[src/rtl/layer2_mac_unit.sv]
// layer2_mac_unit: reads a 4x4 window plus 4 filters, accumulates 4 dot products and writes one
// 4-channel result per window. Define L2_RELU_EN to clamp negative accumulators to zero.
module layer2_mac_unit #(
  parameter int DATA_W = 8,
  parameter int ACC_W  = 2*DATA_W+4,
  parameter int SHIFT  = 4,
  parameter int N_WIN  = 100
) (
  input  logic                       clk,
  input  logic                       rst,
  input  logic                       ldDone,
  output logic [1:0]                 rdI,
  output logic [1:0]                 rdJ,
  input  logic signed [DATA_W-1:0]   bufData,
  input  logic [4*DATA_W-1:0]        filData,
  output logic                       ldBuf,
  output logic                       outWrEn,
  output logic [6:0]                 outAddr,
  output logic [4*DATA_W-1:0]        outData,
  output logic                       layerDone
);

  typedef enum logic [2:0] {
    IDLE  = 3'd0,
    MAC   = 3'd1,
    WRITE = 3'd2,
    REQ   = 3'd3,
    SYNC  = 3'd4,
    FIN   = 3'd5
  } state_t;

  localparam logic signed [ACC_W-1:0] SAT_HI = ACC_W'(2**(DATA_W-1) - 1);
  localparam logic signed [ACC_W-1:0] SAT_LO = ~SAT_HI;

  state_t                        state_r, state_s;
  logic [3:0]                    cnt_r;
  logic [6:0]                    win_r;
  logic signed [ACC_W-1:0]       acc_r [4];
  logic signed [ACC_W-1:0]       acc_s [4];
  logic signed [DATA_W-1:0]      w_s [4];
  logic signed [2*DATA_W-1:0]    prod_s [4];
  logic [4*DATA_W-1:0]           wr_data_s;
  logic                          ld_buf_r, out_wr_en_r, layer_done_r;
  logic [4*DATA_W-1:0]           out_data_r;

  function automatic logic [DATA_W-1:0] sat_fn(input logic signed [ACC_W-1:0] a);
    logic signed [ACC_W-1:0] v;
`ifdef L2_RELU_EN
    v = a[ACC_W-1] ? {ACC_W{1'b0}} : a;
`else
    v = a;
`endif
    v = v >>> SHIFT;
    if (v > SAT_HI) begin
      return SAT_HI[DATA_W-1:0];
    end else if (v < SAT_LO) begin
      return SAT_LO[DATA_W-1:0];
    end else begin
      return v[DATA_W-1:0];
    end
  endfunction

  // Per-filter products of the current pixel and weight.
  always_comb begin
    for (int k = 0; k < 4; k++) begin
      w_s[k]    = filData[k*DATA_W +: DATA_W];
      prod_s[k] = bufData * w_s[k];
    end
  end

  // Next-state, accumulator update and result formatting.
  always_comb begin
    state_s   = state_r;
    wr_data_s = {(4*DATA_W){1'b0}};
    for (int k = 0; k < 4; k++) begin
      acc_s[k] = acc_r[k];
    end
    case (state_r)
      IDLE: begin
        if (ldDone) begin
          state_s = MAC;
          for (int k = 0; k < 4; k++) begin
            acc_s[k] = {ACC_W{1'b0}};
          end
        end else begin
          state_s = IDLE;
        end
      end
      MAC: begin
        for (int k = 0; k < 4; k++) begin
          acc_s[k] = acc_r[k] + {{(ACC_W-2*DATA_W){prod_s[k][2*DATA_W-1]}}, prod_s[k]};
        end
        if (cnt_r == 4'd15) begin
          state_s = WRITE;
        end else begin
          state_s = MAC;
        end
      end
      WRITE: state_s = REQ;
      REQ: begin
        if (win_r == 7'(N_WIN-1)) begin
          state_s = FIN;
        end else begin
          state_s = SYNC;
        end
      end
      // Hold off until the loader has withdrawn the window just consumed.
      SYNC: begin
        if (!ldDone) begin
          state_s = IDLE;
        end else begin
          state_s = SYNC;
        end
      end
      FIN:     state_s = FIN;
      default: state_s = IDLE;
    endcase
    for (int k = 0; k < 4; k++) begin
      wr_data_s[k*DATA_W +: DATA_W] = sat_fn(acc_s[k]);
    end
  end

  // State, element/window counters and accumulators.
  always_ff @(posedge clk or negedge rst) begin
    if (!rst) begin
      state_r <= IDLE;
      cnt_r   <= 4'd0;
      win_r   <= 7'd0;
      for (int k = 0; k < 4; k++) begin
        acc_r[k] <= {ACC_W{1'b0}};
      end
    end else begin
      state_r <= state_s;
      cnt_r   <= (state_r == MAC) ? cnt_r + 4'd1 : 4'd0;
      if (state_r == REQ && state_s == SYNC) begin
        win_r <= win_r + 7'd1;
      end else begin
        win_r <= win_r;
      end
      for (int k = 0; k < 4; k++) begin
        acc_r[k] <= acc_s[k];
      end
    end
  end

  // Registered, state-decoded strobes and write data.
  always_ff @(posedge clk or negedge rst) begin
    if (!rst) begin
      ld_buf_r     <= 1'b0;
      out_wr_en_r  <= 1'b0;
      layer_done_r <= 1'b0;
      out_data_r   <= {(4*DATA_W){1'b0}};
    end else begin
      ld_buf_r     <= (state_s == REQ);
      out_wr_en_r  <= (state_s == WRITE);
      layer_done_r <= (state_s == FIN);
      out_data_r   <= (state_s == WRITE) ? wr_data_s : {(4*DATA_W){1'b0}};
    end
  end

  assign rdI       = cnt_r[3:2];
  assign rdJ       = cnt_r[1:0];
  assign outAddr   = win_r;
  assign ldBuf     = ld_buf_r;
  assign outWrEn   = out_wr_en_r;
  assign outData   = out_data_r;
  assign layerDone = layer_done_r;

endmodule

[config.mk]
export PLATFORM = sky130hd
export DESIGN_NAME = layer2_mac_unit
export DESIGN_NICKNAME = d
export VERILOG_FILES = /design/src/rtl/layer2_mac_unit.sv
export SDC_FILE = /design/constraint.sdc
export NUM_CORES = 1
export LEC_CHECK = 0
export BUFFER_PORTS_ARGS = -buffer_cell sky130_fd_sc_hd__buf_2
export CORE_AREA = 3 3 148 207
export CTS_BUF_LIST = sky130_fd_sc_hd__clkbuf_8
export DETAILED_ROUTE_END_ITERATION = 12
export DIE_AREA = 0 0 151 210
export GPL_TIMING_DRIVEN = 0
export PLACE_DENSITY = 0.83
export SLEW_MARGIN = 20
export SYNTH_ARGS = -nofsm -noshare
export SYNTH_HDL_FRONTEND = slang
export SYNTH_SLANG_ARGS = --single-unit
[constraint.sdc]
create_clock -name clk -period 4.7 [get_ports clk]
set_input_delay 0.47 -clock clk [delete_from_list [all_inputs] [get_ports clk]]
set_output_delay 0.47 -clock clk [all_outputs]
set_load 0.005 [all_outputs]
==> results_dict.tcl, run 1 <==
set metrics [dict create \
    status "finished with violations" \
    violations "setup timing" \
    synth_fp_nets 2585 \
    first_pass_iters 6 \
    rr_startpoint "state_r[1]$_DFF_PN0_" \
    path_clk_slew_ns 0.07 \
    port_buffers 88 \
    placed_area_mm2 0.0203 \
    final_area_mm2 0.0241 \
    drc_errors 0 \
    worst_pin_slew_ns 0.976 \
    netlist_area_mm2 0.0187 \
    crit_path_start_kind "primary input" \
    critical_path.max_stage_delay_ns 0.56 \
    hp-start "ldDone" \
    async_reset_ff_share_pct 100 \
    rsz0062_at_grt "yes" \
    vias_per_cell 6.32 \
    synthSimpleGateAreaFrac_pct 16.8 \
    grt-ovfl-total 0 \
    finalCritPeriodShare_pct 151 \
    worst_path_max_delay_cell "fa_1" \
    synth_top_family_by_area "adder cells" \
    crit_type "in -> reg" \
    drive_gt1_share_pct 28.1 \
    min_period_ns 7.11 \
    muxShareOfSynthArea_pct 0.855 \
    die-width_um 151 \
    fin_ws_ns -2.41 \
    worstPathRequired_ns 5.06 \
    grt_usage_pct 36.6 \
    clock_skew_ns 0.0165 \
    ioPinCount 89 \
    synth_area_per_cell_um2 8.83 \
    fmax_mhz 141 \
    synth-seq-cells 129 \
    clkSinkCount 129 \
    fin_tns_setup_ns -106.38 \
    htreeDepth 4 \
    drt_wl_total_mm 64.1 \
    endpoint_kind "flip-flop" \
    fin_nets 2825 \
    reg2regPathDepth 9 \
    ys_seq_area_share_pct 17.2 \
    vias 17391 \
    grt_max_degree 72 \
    grt_pass1_vias 17879 \
    die_h_um 210 \
    numCtsBuffers 17 \
    hold_viol_final 0 \
    r2r_slack_ns -0.01 \
    cp_num_buf_inv 6 \
    setup_viol 77 \
    timing.rr.end "outData[13]$_DFF_PN0_" \
    cap_violations 0 \
    synth-compound-area-share_pct 13.6 \
    tritoncts "yes" \
    gp_congestion 0.931 \
    antenna_left 0 \
    area_growth_pct 28.6 \
    maxSlewHeadroom_pct 35.0 \
    yosys_warnings 0 \
    drtIter0Drc 1387 \
    min_path_cells 3 \
    synthXorXnorAreaFrac_pct 5.70 \
    cp_top_family "adder cells" \
    place_inst 2590 \
    dpl.hpwl_mm 39.2 \
    cp_max_fo 5 \
    post_layout_nonfiller_instances 2752 \
    clockBufferDepth 2 \
    synth_cell_types 71 \
    worstPathArrival_ns 7.47 \
    synth_cells 2121 \
    dieArea_mm2 0.0317 \
    final_max_slew_viol_count 0 \
    routedWlPerCell_um 23.3 \
    clock_latency_ns 0.50 \
    hold_path_end "state_r[2]$_DFF_PN0_" \
    synth_edf_count 0 \
    core_mm2 0.0291 \
    synth_flop_cell "dfrtp_1" \
    cts_root_buffer "clkbuf_8" \
    antenna_found_initial 2 \
    fp-row-count 74 \
    synthAdderAreaFrac_pct 37.1 \
    min_path_type "in -> reg" \
    grt_pass1_wl_mm 90.6 \
    initial_utilization_pct 64.5 \
]
==> layer usage <==
layer  vias to the layer above  part of all wire (%)  global-route usage [%]
met5                         -                 0.019                       0
met4                         2                   9.5                    24.9
met3                       450                   8.7                    7.29
li1                       7399                     -                       -
met1                      8481                    33                    42.6
met2                      1059                    48                    60.6
==> flip-flops by register name, summed over array words and instances, names as in the netlist <==
| signal | cells |
|---|---|
| acc_r | 80 |
| cnt_r | 4 |
| layerDone | 1 |
| ldBuf | 1 |
| outAddr | 7 |
| outData | 32 |
| outWrEn | 1 |
| state_r | 3 |
==> kinds of logic after synthesis <==
logic type / count (synthesis)
AOI/OAI and AO/OA: 392
xor gates and xnor gates: 122
adders and majority gates: 421
buffers and inverters: 435
DFF: 129
muxes: 15
and+or+nand+nor: 607
==> through the flow <==
step | util [%] | hold slack [ns] | setup slack (ns)
global placement | 69.7 | 0.470 | -3.06
global route | 82.8 | 0.325 | -2.52
finish | 82.9 | 0.321 | -2.41
detailed placement | 69.8 | 0.432 | -3.17
floorplan | - | 0.174 | -1.80
CTS | 78.3 | 0.304 | -1.94
==> cell usage after synthesis (7+ instances only) <==
cell,instances,area share (%)
inv_1,382,7.7
o211ai_1,7,0.28
ha_1,197,13
fa_1,224,24
clkbuf_1,42,0.84
or3_1,16,0.53
a211oi_1,15,0.60
nor2_1,108,2.2
a31oi_1,21,0.70
buf_1,8,0.16
dfrtp_1,129,17
a21oi_1,91,2.4
nand2_1,148,3.0
nor2b_1,38,1.3
a22oi_1,15,0.60
mux2_2,8,0.48
o21bai_1,11,0.44
o21ai_0,97,2.6
xnor2_1,87,4.1
xor2_1,35,1.6
nor3_1,24,0.64
o21a_1,28,1.1
mux2i_1,7,0.37
nand3_1,26,0.69
a21o_1,27,1.1
nand2b_1,17,0.57
o22ai_1,7,0.23
and2_1,177,5.9
a22o_1,14,0.65
nand4_1,11,0.37
and3_1,13,0.43
==> how the worst max path moves through the flow <==
stage,start,to,slack (ns),cells after the start
2_1_floorplan,bufData[3],outData[17]$_DFF_PN0_,-1.80,28
3_3_place_gp,bufData[1],outData[19]$_DFF_PN0_,-3.06,31
3_5_place_dp,bufData[1],outData[18]$_DFF_PN0_,-3.17,31
4_1_cts,bufData[3],outData[18]$_DFF_PN0_,-1.94,29
5_1_grt,bufData[6],outData[18]$_DFF_PN0_,-2.52,28
6_report,bufData[7],outData[18]$_DFF_PN0_,-2.41,29
==> layout make-up <==
class	instances	area [um^2]
Antenna cell	2	5.00
Buffer	48	563
Clock buffer	20	275
Clock inverter	8	115
Fill cell	1497	4980
Inverter	383	1440
Multi-Input combinational cell	1557	16200
Sequential cell	129	3230
Tap cell	380	475
Timing Repair Buffer	225	1790
==> worst min-delay path, cell delays in order <==
cell,delay (ns)
buf_2,0.13
nand2_1,0.05
o21ai_0,0.10
==> what timing repair did <==
| action | CTS | global route |
|---|---|---|
| hold buffers | 1 | 0 |
| buffers inserted | 92 | 45 |
| pin swaps | 134 | 147 |
| cloned | 1 | 0 |
| endpoints found under the hold margin | 58 | 0 |
| setup endpoints to repair | 80 | 80 |
| gates resized for setup | 266 | 203 |
==> placed cells by master, fill, tap and decap left out, types with 15 or more instances in the layout <==
cell	instances
inv_1	351
fa_1	216
and2_1	155
ha_1	140
nand2_1	132
dfrtp_1	129
buf_4	96
buf_2	79
nor2_1	74
xnor2_1	54
o21ai_0	44
ha_4	44
a21oi_1	43
nor2b_1	35
buf_6	35
xor2_1	31
inv_2	31
a21oi_2	30
xnor2_2	30
o21a_1	28
o21ai_2	28
a21o_1	27
nor2_2	27
clkbuf_8	26
o21ai_1	25
and2_4	22
nand3_1	19
a21oi_4	18
nand2b_1	15
clkbuf_1	15
nor3_1	15
Power of run 1 is left out: the tool's default activity adds up to more than one toggle a clock period on the data nets, which glitch-free logic cannot reach.
==> inputs of run 2 (changes only) <==
Settings changed: ABC_AREA set to 1, CORE_AREA 3 3 148 207 to 2 2 153 214, DIE_AREA 0 0 151 210 to 0 0 155 216, PLACE_DENSITY 0.83 to 0.82.
==> run 2 against run 1 <==
The run still ends with setup timing left. Sequential cell count did not move. Cell count rose by 24%. Die area rose by 5.6%. Count of clock-buffer cells in the layout fell by 2.
==> results_dict.tcl, run 2 <==
set metrics [dict create \
    worstPathArrival_ns 6.61 \
    synth_area_per_cell_um2 7.22 \
    synth_fp_nets 3265 \
    hp-start "ldDone" \
    synthAdderAreaFrac_pct 34.4 \
    path_clk_slew_ns 0.08 \
    yosys_warnings 0 \
    gp_congestion 0.968 \
    fmax_mhz 160 \
    violations "setup timing" \
    final_area_mm2 0.0263 \
    setup_viol 76 \
    critical_path.max_stage_delay_ns 0.52 \
    netlist.area_leader.share_pct 22.2 \
    synth-compound-area-share_pct 8.66 \
    die-width_um 155 \
    rsz0062_at_grt "yes" \
    min_path_type "in -> reg" \
    cts_root_buffer "clkbuf_8" \
    hold_ws_ns 0.336 \
    port_buffers 59 \
    core_mm2 0.0315 \
    synthXorXnorAreaFrac_pct 3.38 \
    htreeDepth 4 \
    synthSimpleGateAreaFrac_pct 22.8 \
    final_cell_mix "inv_1, nand2_1, fa_1, dfrtp_1, ha_1" \
    netlist_area_mm2 0.0202 \
    async_reset_ff_share_pct 100 \
    synth-seq-cells 129 \
    placed_area_mm2 0.0221 \
    synth_top_area_cell "fa_1" \
    antenna_found_initial 1 \
    crit_type "in -> reg" \
    grt-ovfl-total 0 \
    synth_flop_cell "dfrtp_1" \
    die_h_um 216 \
    min_period_ns 6.23 \
    final_util_pct 83.6 \
    drc_errors 0 \
    final_common_cell "inv_1" \
    vias_per_cell 5.81 \
    fp-row-count 77 \
    numCtsBuffers 17 \
    finalCritPeriodShare_pct 133 \
    synth_cell_types 47 \
    drtIter0Drc 1444 \
    drive_gt1_share_pct 31.1 \
    area_growth_pct 30.3 \
    cp-startpoint "bufData[4]" \
    grt_pass1_vias 20133 \
    clock_skew_ns 0.0160 \
    initial_utilization_pct 64.2 \
    fin_nets 3473 \
    largest_reg_flops 80 \
    antenna_left 0 \
    first_pass_iters 8 \
    top_register "acc_r" \
    endpoint_kind "flip-flop" \
    post-synth-top-count-cell "inv_1" \
    cp_max_fo 7 \
    ioPinCount 89 \
    clockBufferDepth 2 \
    clock_latency_ns 0.50 \
    vias 19850 \
    synthTopCellsByCount "inv_1, nand2_1, fa_1, ha_1, a21oi_1" \
    worst_path_max_delay_cell "fa_1" \
    ys_seq_area_share_pct 16.0 \
    grt_max_degree 75 \
    worstPathRequired_ns 5.08 \
    cap_violations 0 \
    routedWlPerCell_um 19.9 \
    tritoncts "yes" \
    dpl.hpwl_mm 46.3 \
    ys_top_cells_by_area "fa_1, dfrtp_1, inv_1, ha_1, nand2_1" \
    grt_pass1_wl_mm 101 \
    rr_startpoint "acc_r[0]$_DFFE_PN0P_" \
    dieArea_mm2 0.0335 \
    hold_viol_final 0 \
    synth_cells 2801 \
    clkSinkCount 129 \
    drt_wl_total_mm 68.0 \
    final_max_slew_viol_count 0 \
    muxShareOfSynthArea_pct 0.0557 \
    maxSlewHeadroom_pct 27.9 \
    fin_tns_setup_ns -69.77 \
    synth_top_family_by_area "adder cells" \
    worst_pin_slew_ns 1.08 \
    synth_edf_count 0 \
    grt_usage_pct 38.6 \
    cp_num_buf_inv 9 \
    status "finished with violations" \
    crit_path_start_kind "primary input" \
    fin_ws_ns -1.53 \
    cp_top_family "adder cells" \
]
==> run 2: changes by cell type in the layout (fill, tap and decap cells not counted), sizes merged, moves of 60 or more <==
cell   change
nand2    +545
xnor2     -60
nand3    +112
and2     -170
inv      +333
a21oi     +77
==> run 2: through the flow <==
step,setup slack (ns),std cells
2_1_floorplan,-1.10,2801
3_3_place_gp,-2.19,3255
3_5_place_dp,-2.41,3256
4_1_cts,-1.38,3375
5_1_grt,-1.78,3418
6_report,-1.53,3418
==> run 2: path summary, 6_finish.rpt <==
check / slack (ns) / end / cells after the start
min in group asynchronous: 0.49 / state_r[2]$_DFF_PN0_ / 2
worst max register to register: 1.61 / outData[29]$_DFF_PN0_ / 14
worst max-delay path: -1.53 / outData[22]$_DFF_PN0_ / 39
worst min register to register: 0.49 / ldBuf$_DFF_PN0_ / 1
max in group asynchronous: 3.46 / outData[0]$_DFF_PN0_ / 3
worst min-delay path: 0.34 / state_r[2]$_DFF_PN0_ / 3
==> run 2: layout make-up <==
cell class / count / area (um^2)
antenna: 1 / 2.50
clock buffer: 18 / 248
fill: 1853 / 5160
timing repair buffer: 191 / 1560
clock inverter: 14 / 158
tap: 395 / 494
multi-input combinational: 1887 / 17200
inverter: 716 / 2720
sequential: 129 / 3230
buffer: 67 / 719
==> run 2: kinds of logic after synthesis <==
group,Yosys count
adders and majority gates,421
muxes,1
xor gates and xnor gates,78
buffers and inverters,785
and+or+nand+nor,1065
AOI/OAI and AO/OA,322
DFF,129
==> run 2: repair_timing <==
item                                   4_1_cts  5_1_grt
endpoints found under the hold margin       55        0
pin swaps                                  188      263
setup buffers                               86       55
gates resized for setup                    296      366
setup endpoints to repair                   79       82
cloned                                       1        0
hold buffers                                 1        0
==> run 2: worst min-delay path, cell delays in order <==
cell      delay, ns
buf_2          0.08
nor2_1         0.05
o21bai_1       0.18
==> run 2: metal layers <==
metal | routed length [um] | track usage (%)
met5 | 0 | 0
met4 | 5660 | 25.4
met3 | 5280 | 7.67
met2 | 33400 | 65.5
met1 | 23700 | 44.0
Power of run 2 is left out for the same reason.
==> inputs of run 3 (changes only) <==
Settings changed: ABC_AREA 1 to unset, CORE_AREA 2 2 153 214 to 2 2 147 206, DIE_AREA 0 0 155 216 to 0 0 149 208, PLACE_DENSITY 0.82 to 0.83.
==> run 3 against run 2 <==
The run still ends with setup timing left. Worst hold slack got worse by 0.0099 ns. Highest routed layer is now met5. Non-clock buffer count rose by 18. Clock skew is 0.0061 ns higher.
==> results_dict.tcl, run 3 (same netlist as run 1, synthesis figures left out) <==
set metrics [dict create \
    status "finished with violations" \
    violations "setup timing" \
    routedWlPerCell_um 23.4 \
    worstPathRequired_ns 5.07 \
    endpoint_kind "flip-flop" \
    hold_path_end "state_r[2]$_DFF_PN0_" \
    cts_root_buffer "clkbuf_8" \
    first_pass_iters 5 \
    fin_ws_ns -2.28 \
    hp-start "ldDone" \
    cp_max_fo 9 \
    top_register "acc_r" \
    nFillCells 1397 \
    final_max_slew_viol_count 0 \
    path_clk_slew_ns 0.09 \
    final_area_mm2 0.0244 \
    fmax_mhz 143 \
    grt_pass1_vias 17940 \
    clock_latency_ns 0.51 \
    antenna_found_initial 4 \
    final_util_pct 83.8 \
    core_mm2 0.0291 \
    register_area_mm2 0.00323 \
    hold_viol_final 0 \
    vias 17781 \
    fin_tns_setup_ns -106.12 \
    die-width_um 149 \
    rsz0062_at_grt "yes" \
    clock_skew_ns 0.0221 \
    die_h_um 208 \
    grt_max_degree 100 \
    area_growth_pct 30.1 \
    min_path_type "in -> reg" \
    crit_path_start_kind "primary input" \
    largest_reg_flops 80 \
    clkSinkCount 129 \
    setup_viol 77 \
    numCtsBuffers 17 \
    grt_pass1_wl_mm 92.9 \
    maxSlewHeadroom_pct 34.8 \
    worst_pin_slew_ns 0.978 \
    placed_area_mm2 0.0203 \
    reg2regPathDepth 9 \
    htreeDepth 4 \
    crit_type "in -> reg" \
    dieArea_mm2 0.0310 \
    finalCritPeriodShare_pct 149 \
    ioPinCount 89 \
    cap_violations 0 \
    drtIter0Drc 1432 \
    min_path_cells 3 \
    final_cell_mix "inv_1, fa_1, and2_1, ha_1, dfrtp_1" \
    tritoncts "yes" \
    fin_nets 2828 \
    rr_startpoint "state_r[1]$_DFF_PN0_" \
    drive_gt1_share_pct 28.7 \
    fp-row-count 74 \
    min_period_ns 6.98 \
    dpl.hpwl_mm 39.3 \
    r2r_slack_ns 0.08 \
    timing.rr.end "outData[25]$_DFF_PN0_" \
    initial_utilization_pct 64.5 \
    place_inst 2590 \
    multi_input_area_mm2 0.0164 \
    vias_per_cell 6.44 \
    worstPathArrival_ns 7.36 \
    drt_wl_total_mm 64.7 \
    grt-ovfl-total 0 \
    final_common_cell "inv_1" \
    post_layout_nonfiller_instances 2760 \
    clockBufferDepth 2 \
    gp_congestion 0.930 \
    port_buffers 88 \
    grt_usage_pct 38.4 \
    drc_errors 0 \
    antenna_left 0 \
]
[run 3: repair_timing]
action,4_1_cts,5_1_grt
cloned,3,0
setup endpoints to repair,81,77
pin swaps,136,160
endpoints found under the hold margin,30,0
resized for setup,296,222
buffers inserted,91,50
hold buffers,1,0
[run 3: critical path, stage by stage]
cell and delay, ns:
buf_12 0.13, clkbuf_16 0.18, nand2_1 0.10, fa_1 0.58, inv_1 0.09, fa_2 0.59
fa_1 0.60, inv_2 0.06, fa_1 0.56, inv_2 0.07, ha_4 0.19, nor3_4 0.21
o21ai_2 0.10, and4_4 0.20, nor3_4 0.23, xnor2_2 0.20, ha_4 0.27, a21oi_2 0.15
o21ai_2 0.08, a21oi_4 0.17, o221ai_4 0.14, buf_6 0.14, a211o_1 0.25, a32o_2 0.25
or3_4 0.38, or4_4 0.61, a31oi_1 0.24, nor2_1 0.08
[run 3: cell type report]
type	count	area share (%)
flip-flops and latches	129	13.2
well taps	380	1.95
inverters	383	5.93
diodes	3	0.0308
plain buffers	49	2.59
repair buffers	227	7.44
multi-input cells	1557	67.1
clock inverters	12	0.580
clock buffers	20	1.13
[run 3: metal layers]
layer  GRT usage [%]  vias to the layer above  routed length [um]
li1                -                     7407                   -
met1            45.8                     8750               21900
met2            64.0                     1170               30900
met3            6.16                      452                5700
met4            25.1                        2                6100
met5               0                        -                  18
[run 3: metrics by stage]
step,setup WS [ns],hold WS [ns]
after floorplan,-1.80,0.174
after global placement,-3.05,0.468
after detailed placement,-3.21,0.352
after CTS,-1.87,0.313
after global routing,-2.38,0.359
final,-2.28,0.327
[run 3: worst max-delay path by stage]
stage                from  depth (start not counted)               endpoint  slack, ns
6_report       bufData[6]                         28   outData[5]$_DFF_PN0_      -2.28
3_5_place_dp   bufData[1]                         31  outData[17]$_DFF_PN0_      -3.21
5_1_grt        bufData[1]                         32  outData[17]$_DFF_PN0_      -2.38
4_1_cts        bufData[3]                         29  outData[17]$_DFF_PN0_      -1.87
2_1_floorplan  bufData[3]                         28  outData[17]$_DFF_PN0_      -1.80
3_3_place_gp   bufData[1]                         31  outData[19]$_DFF_PN0_      -3.05
Power of run 3 is left out for the same reason.
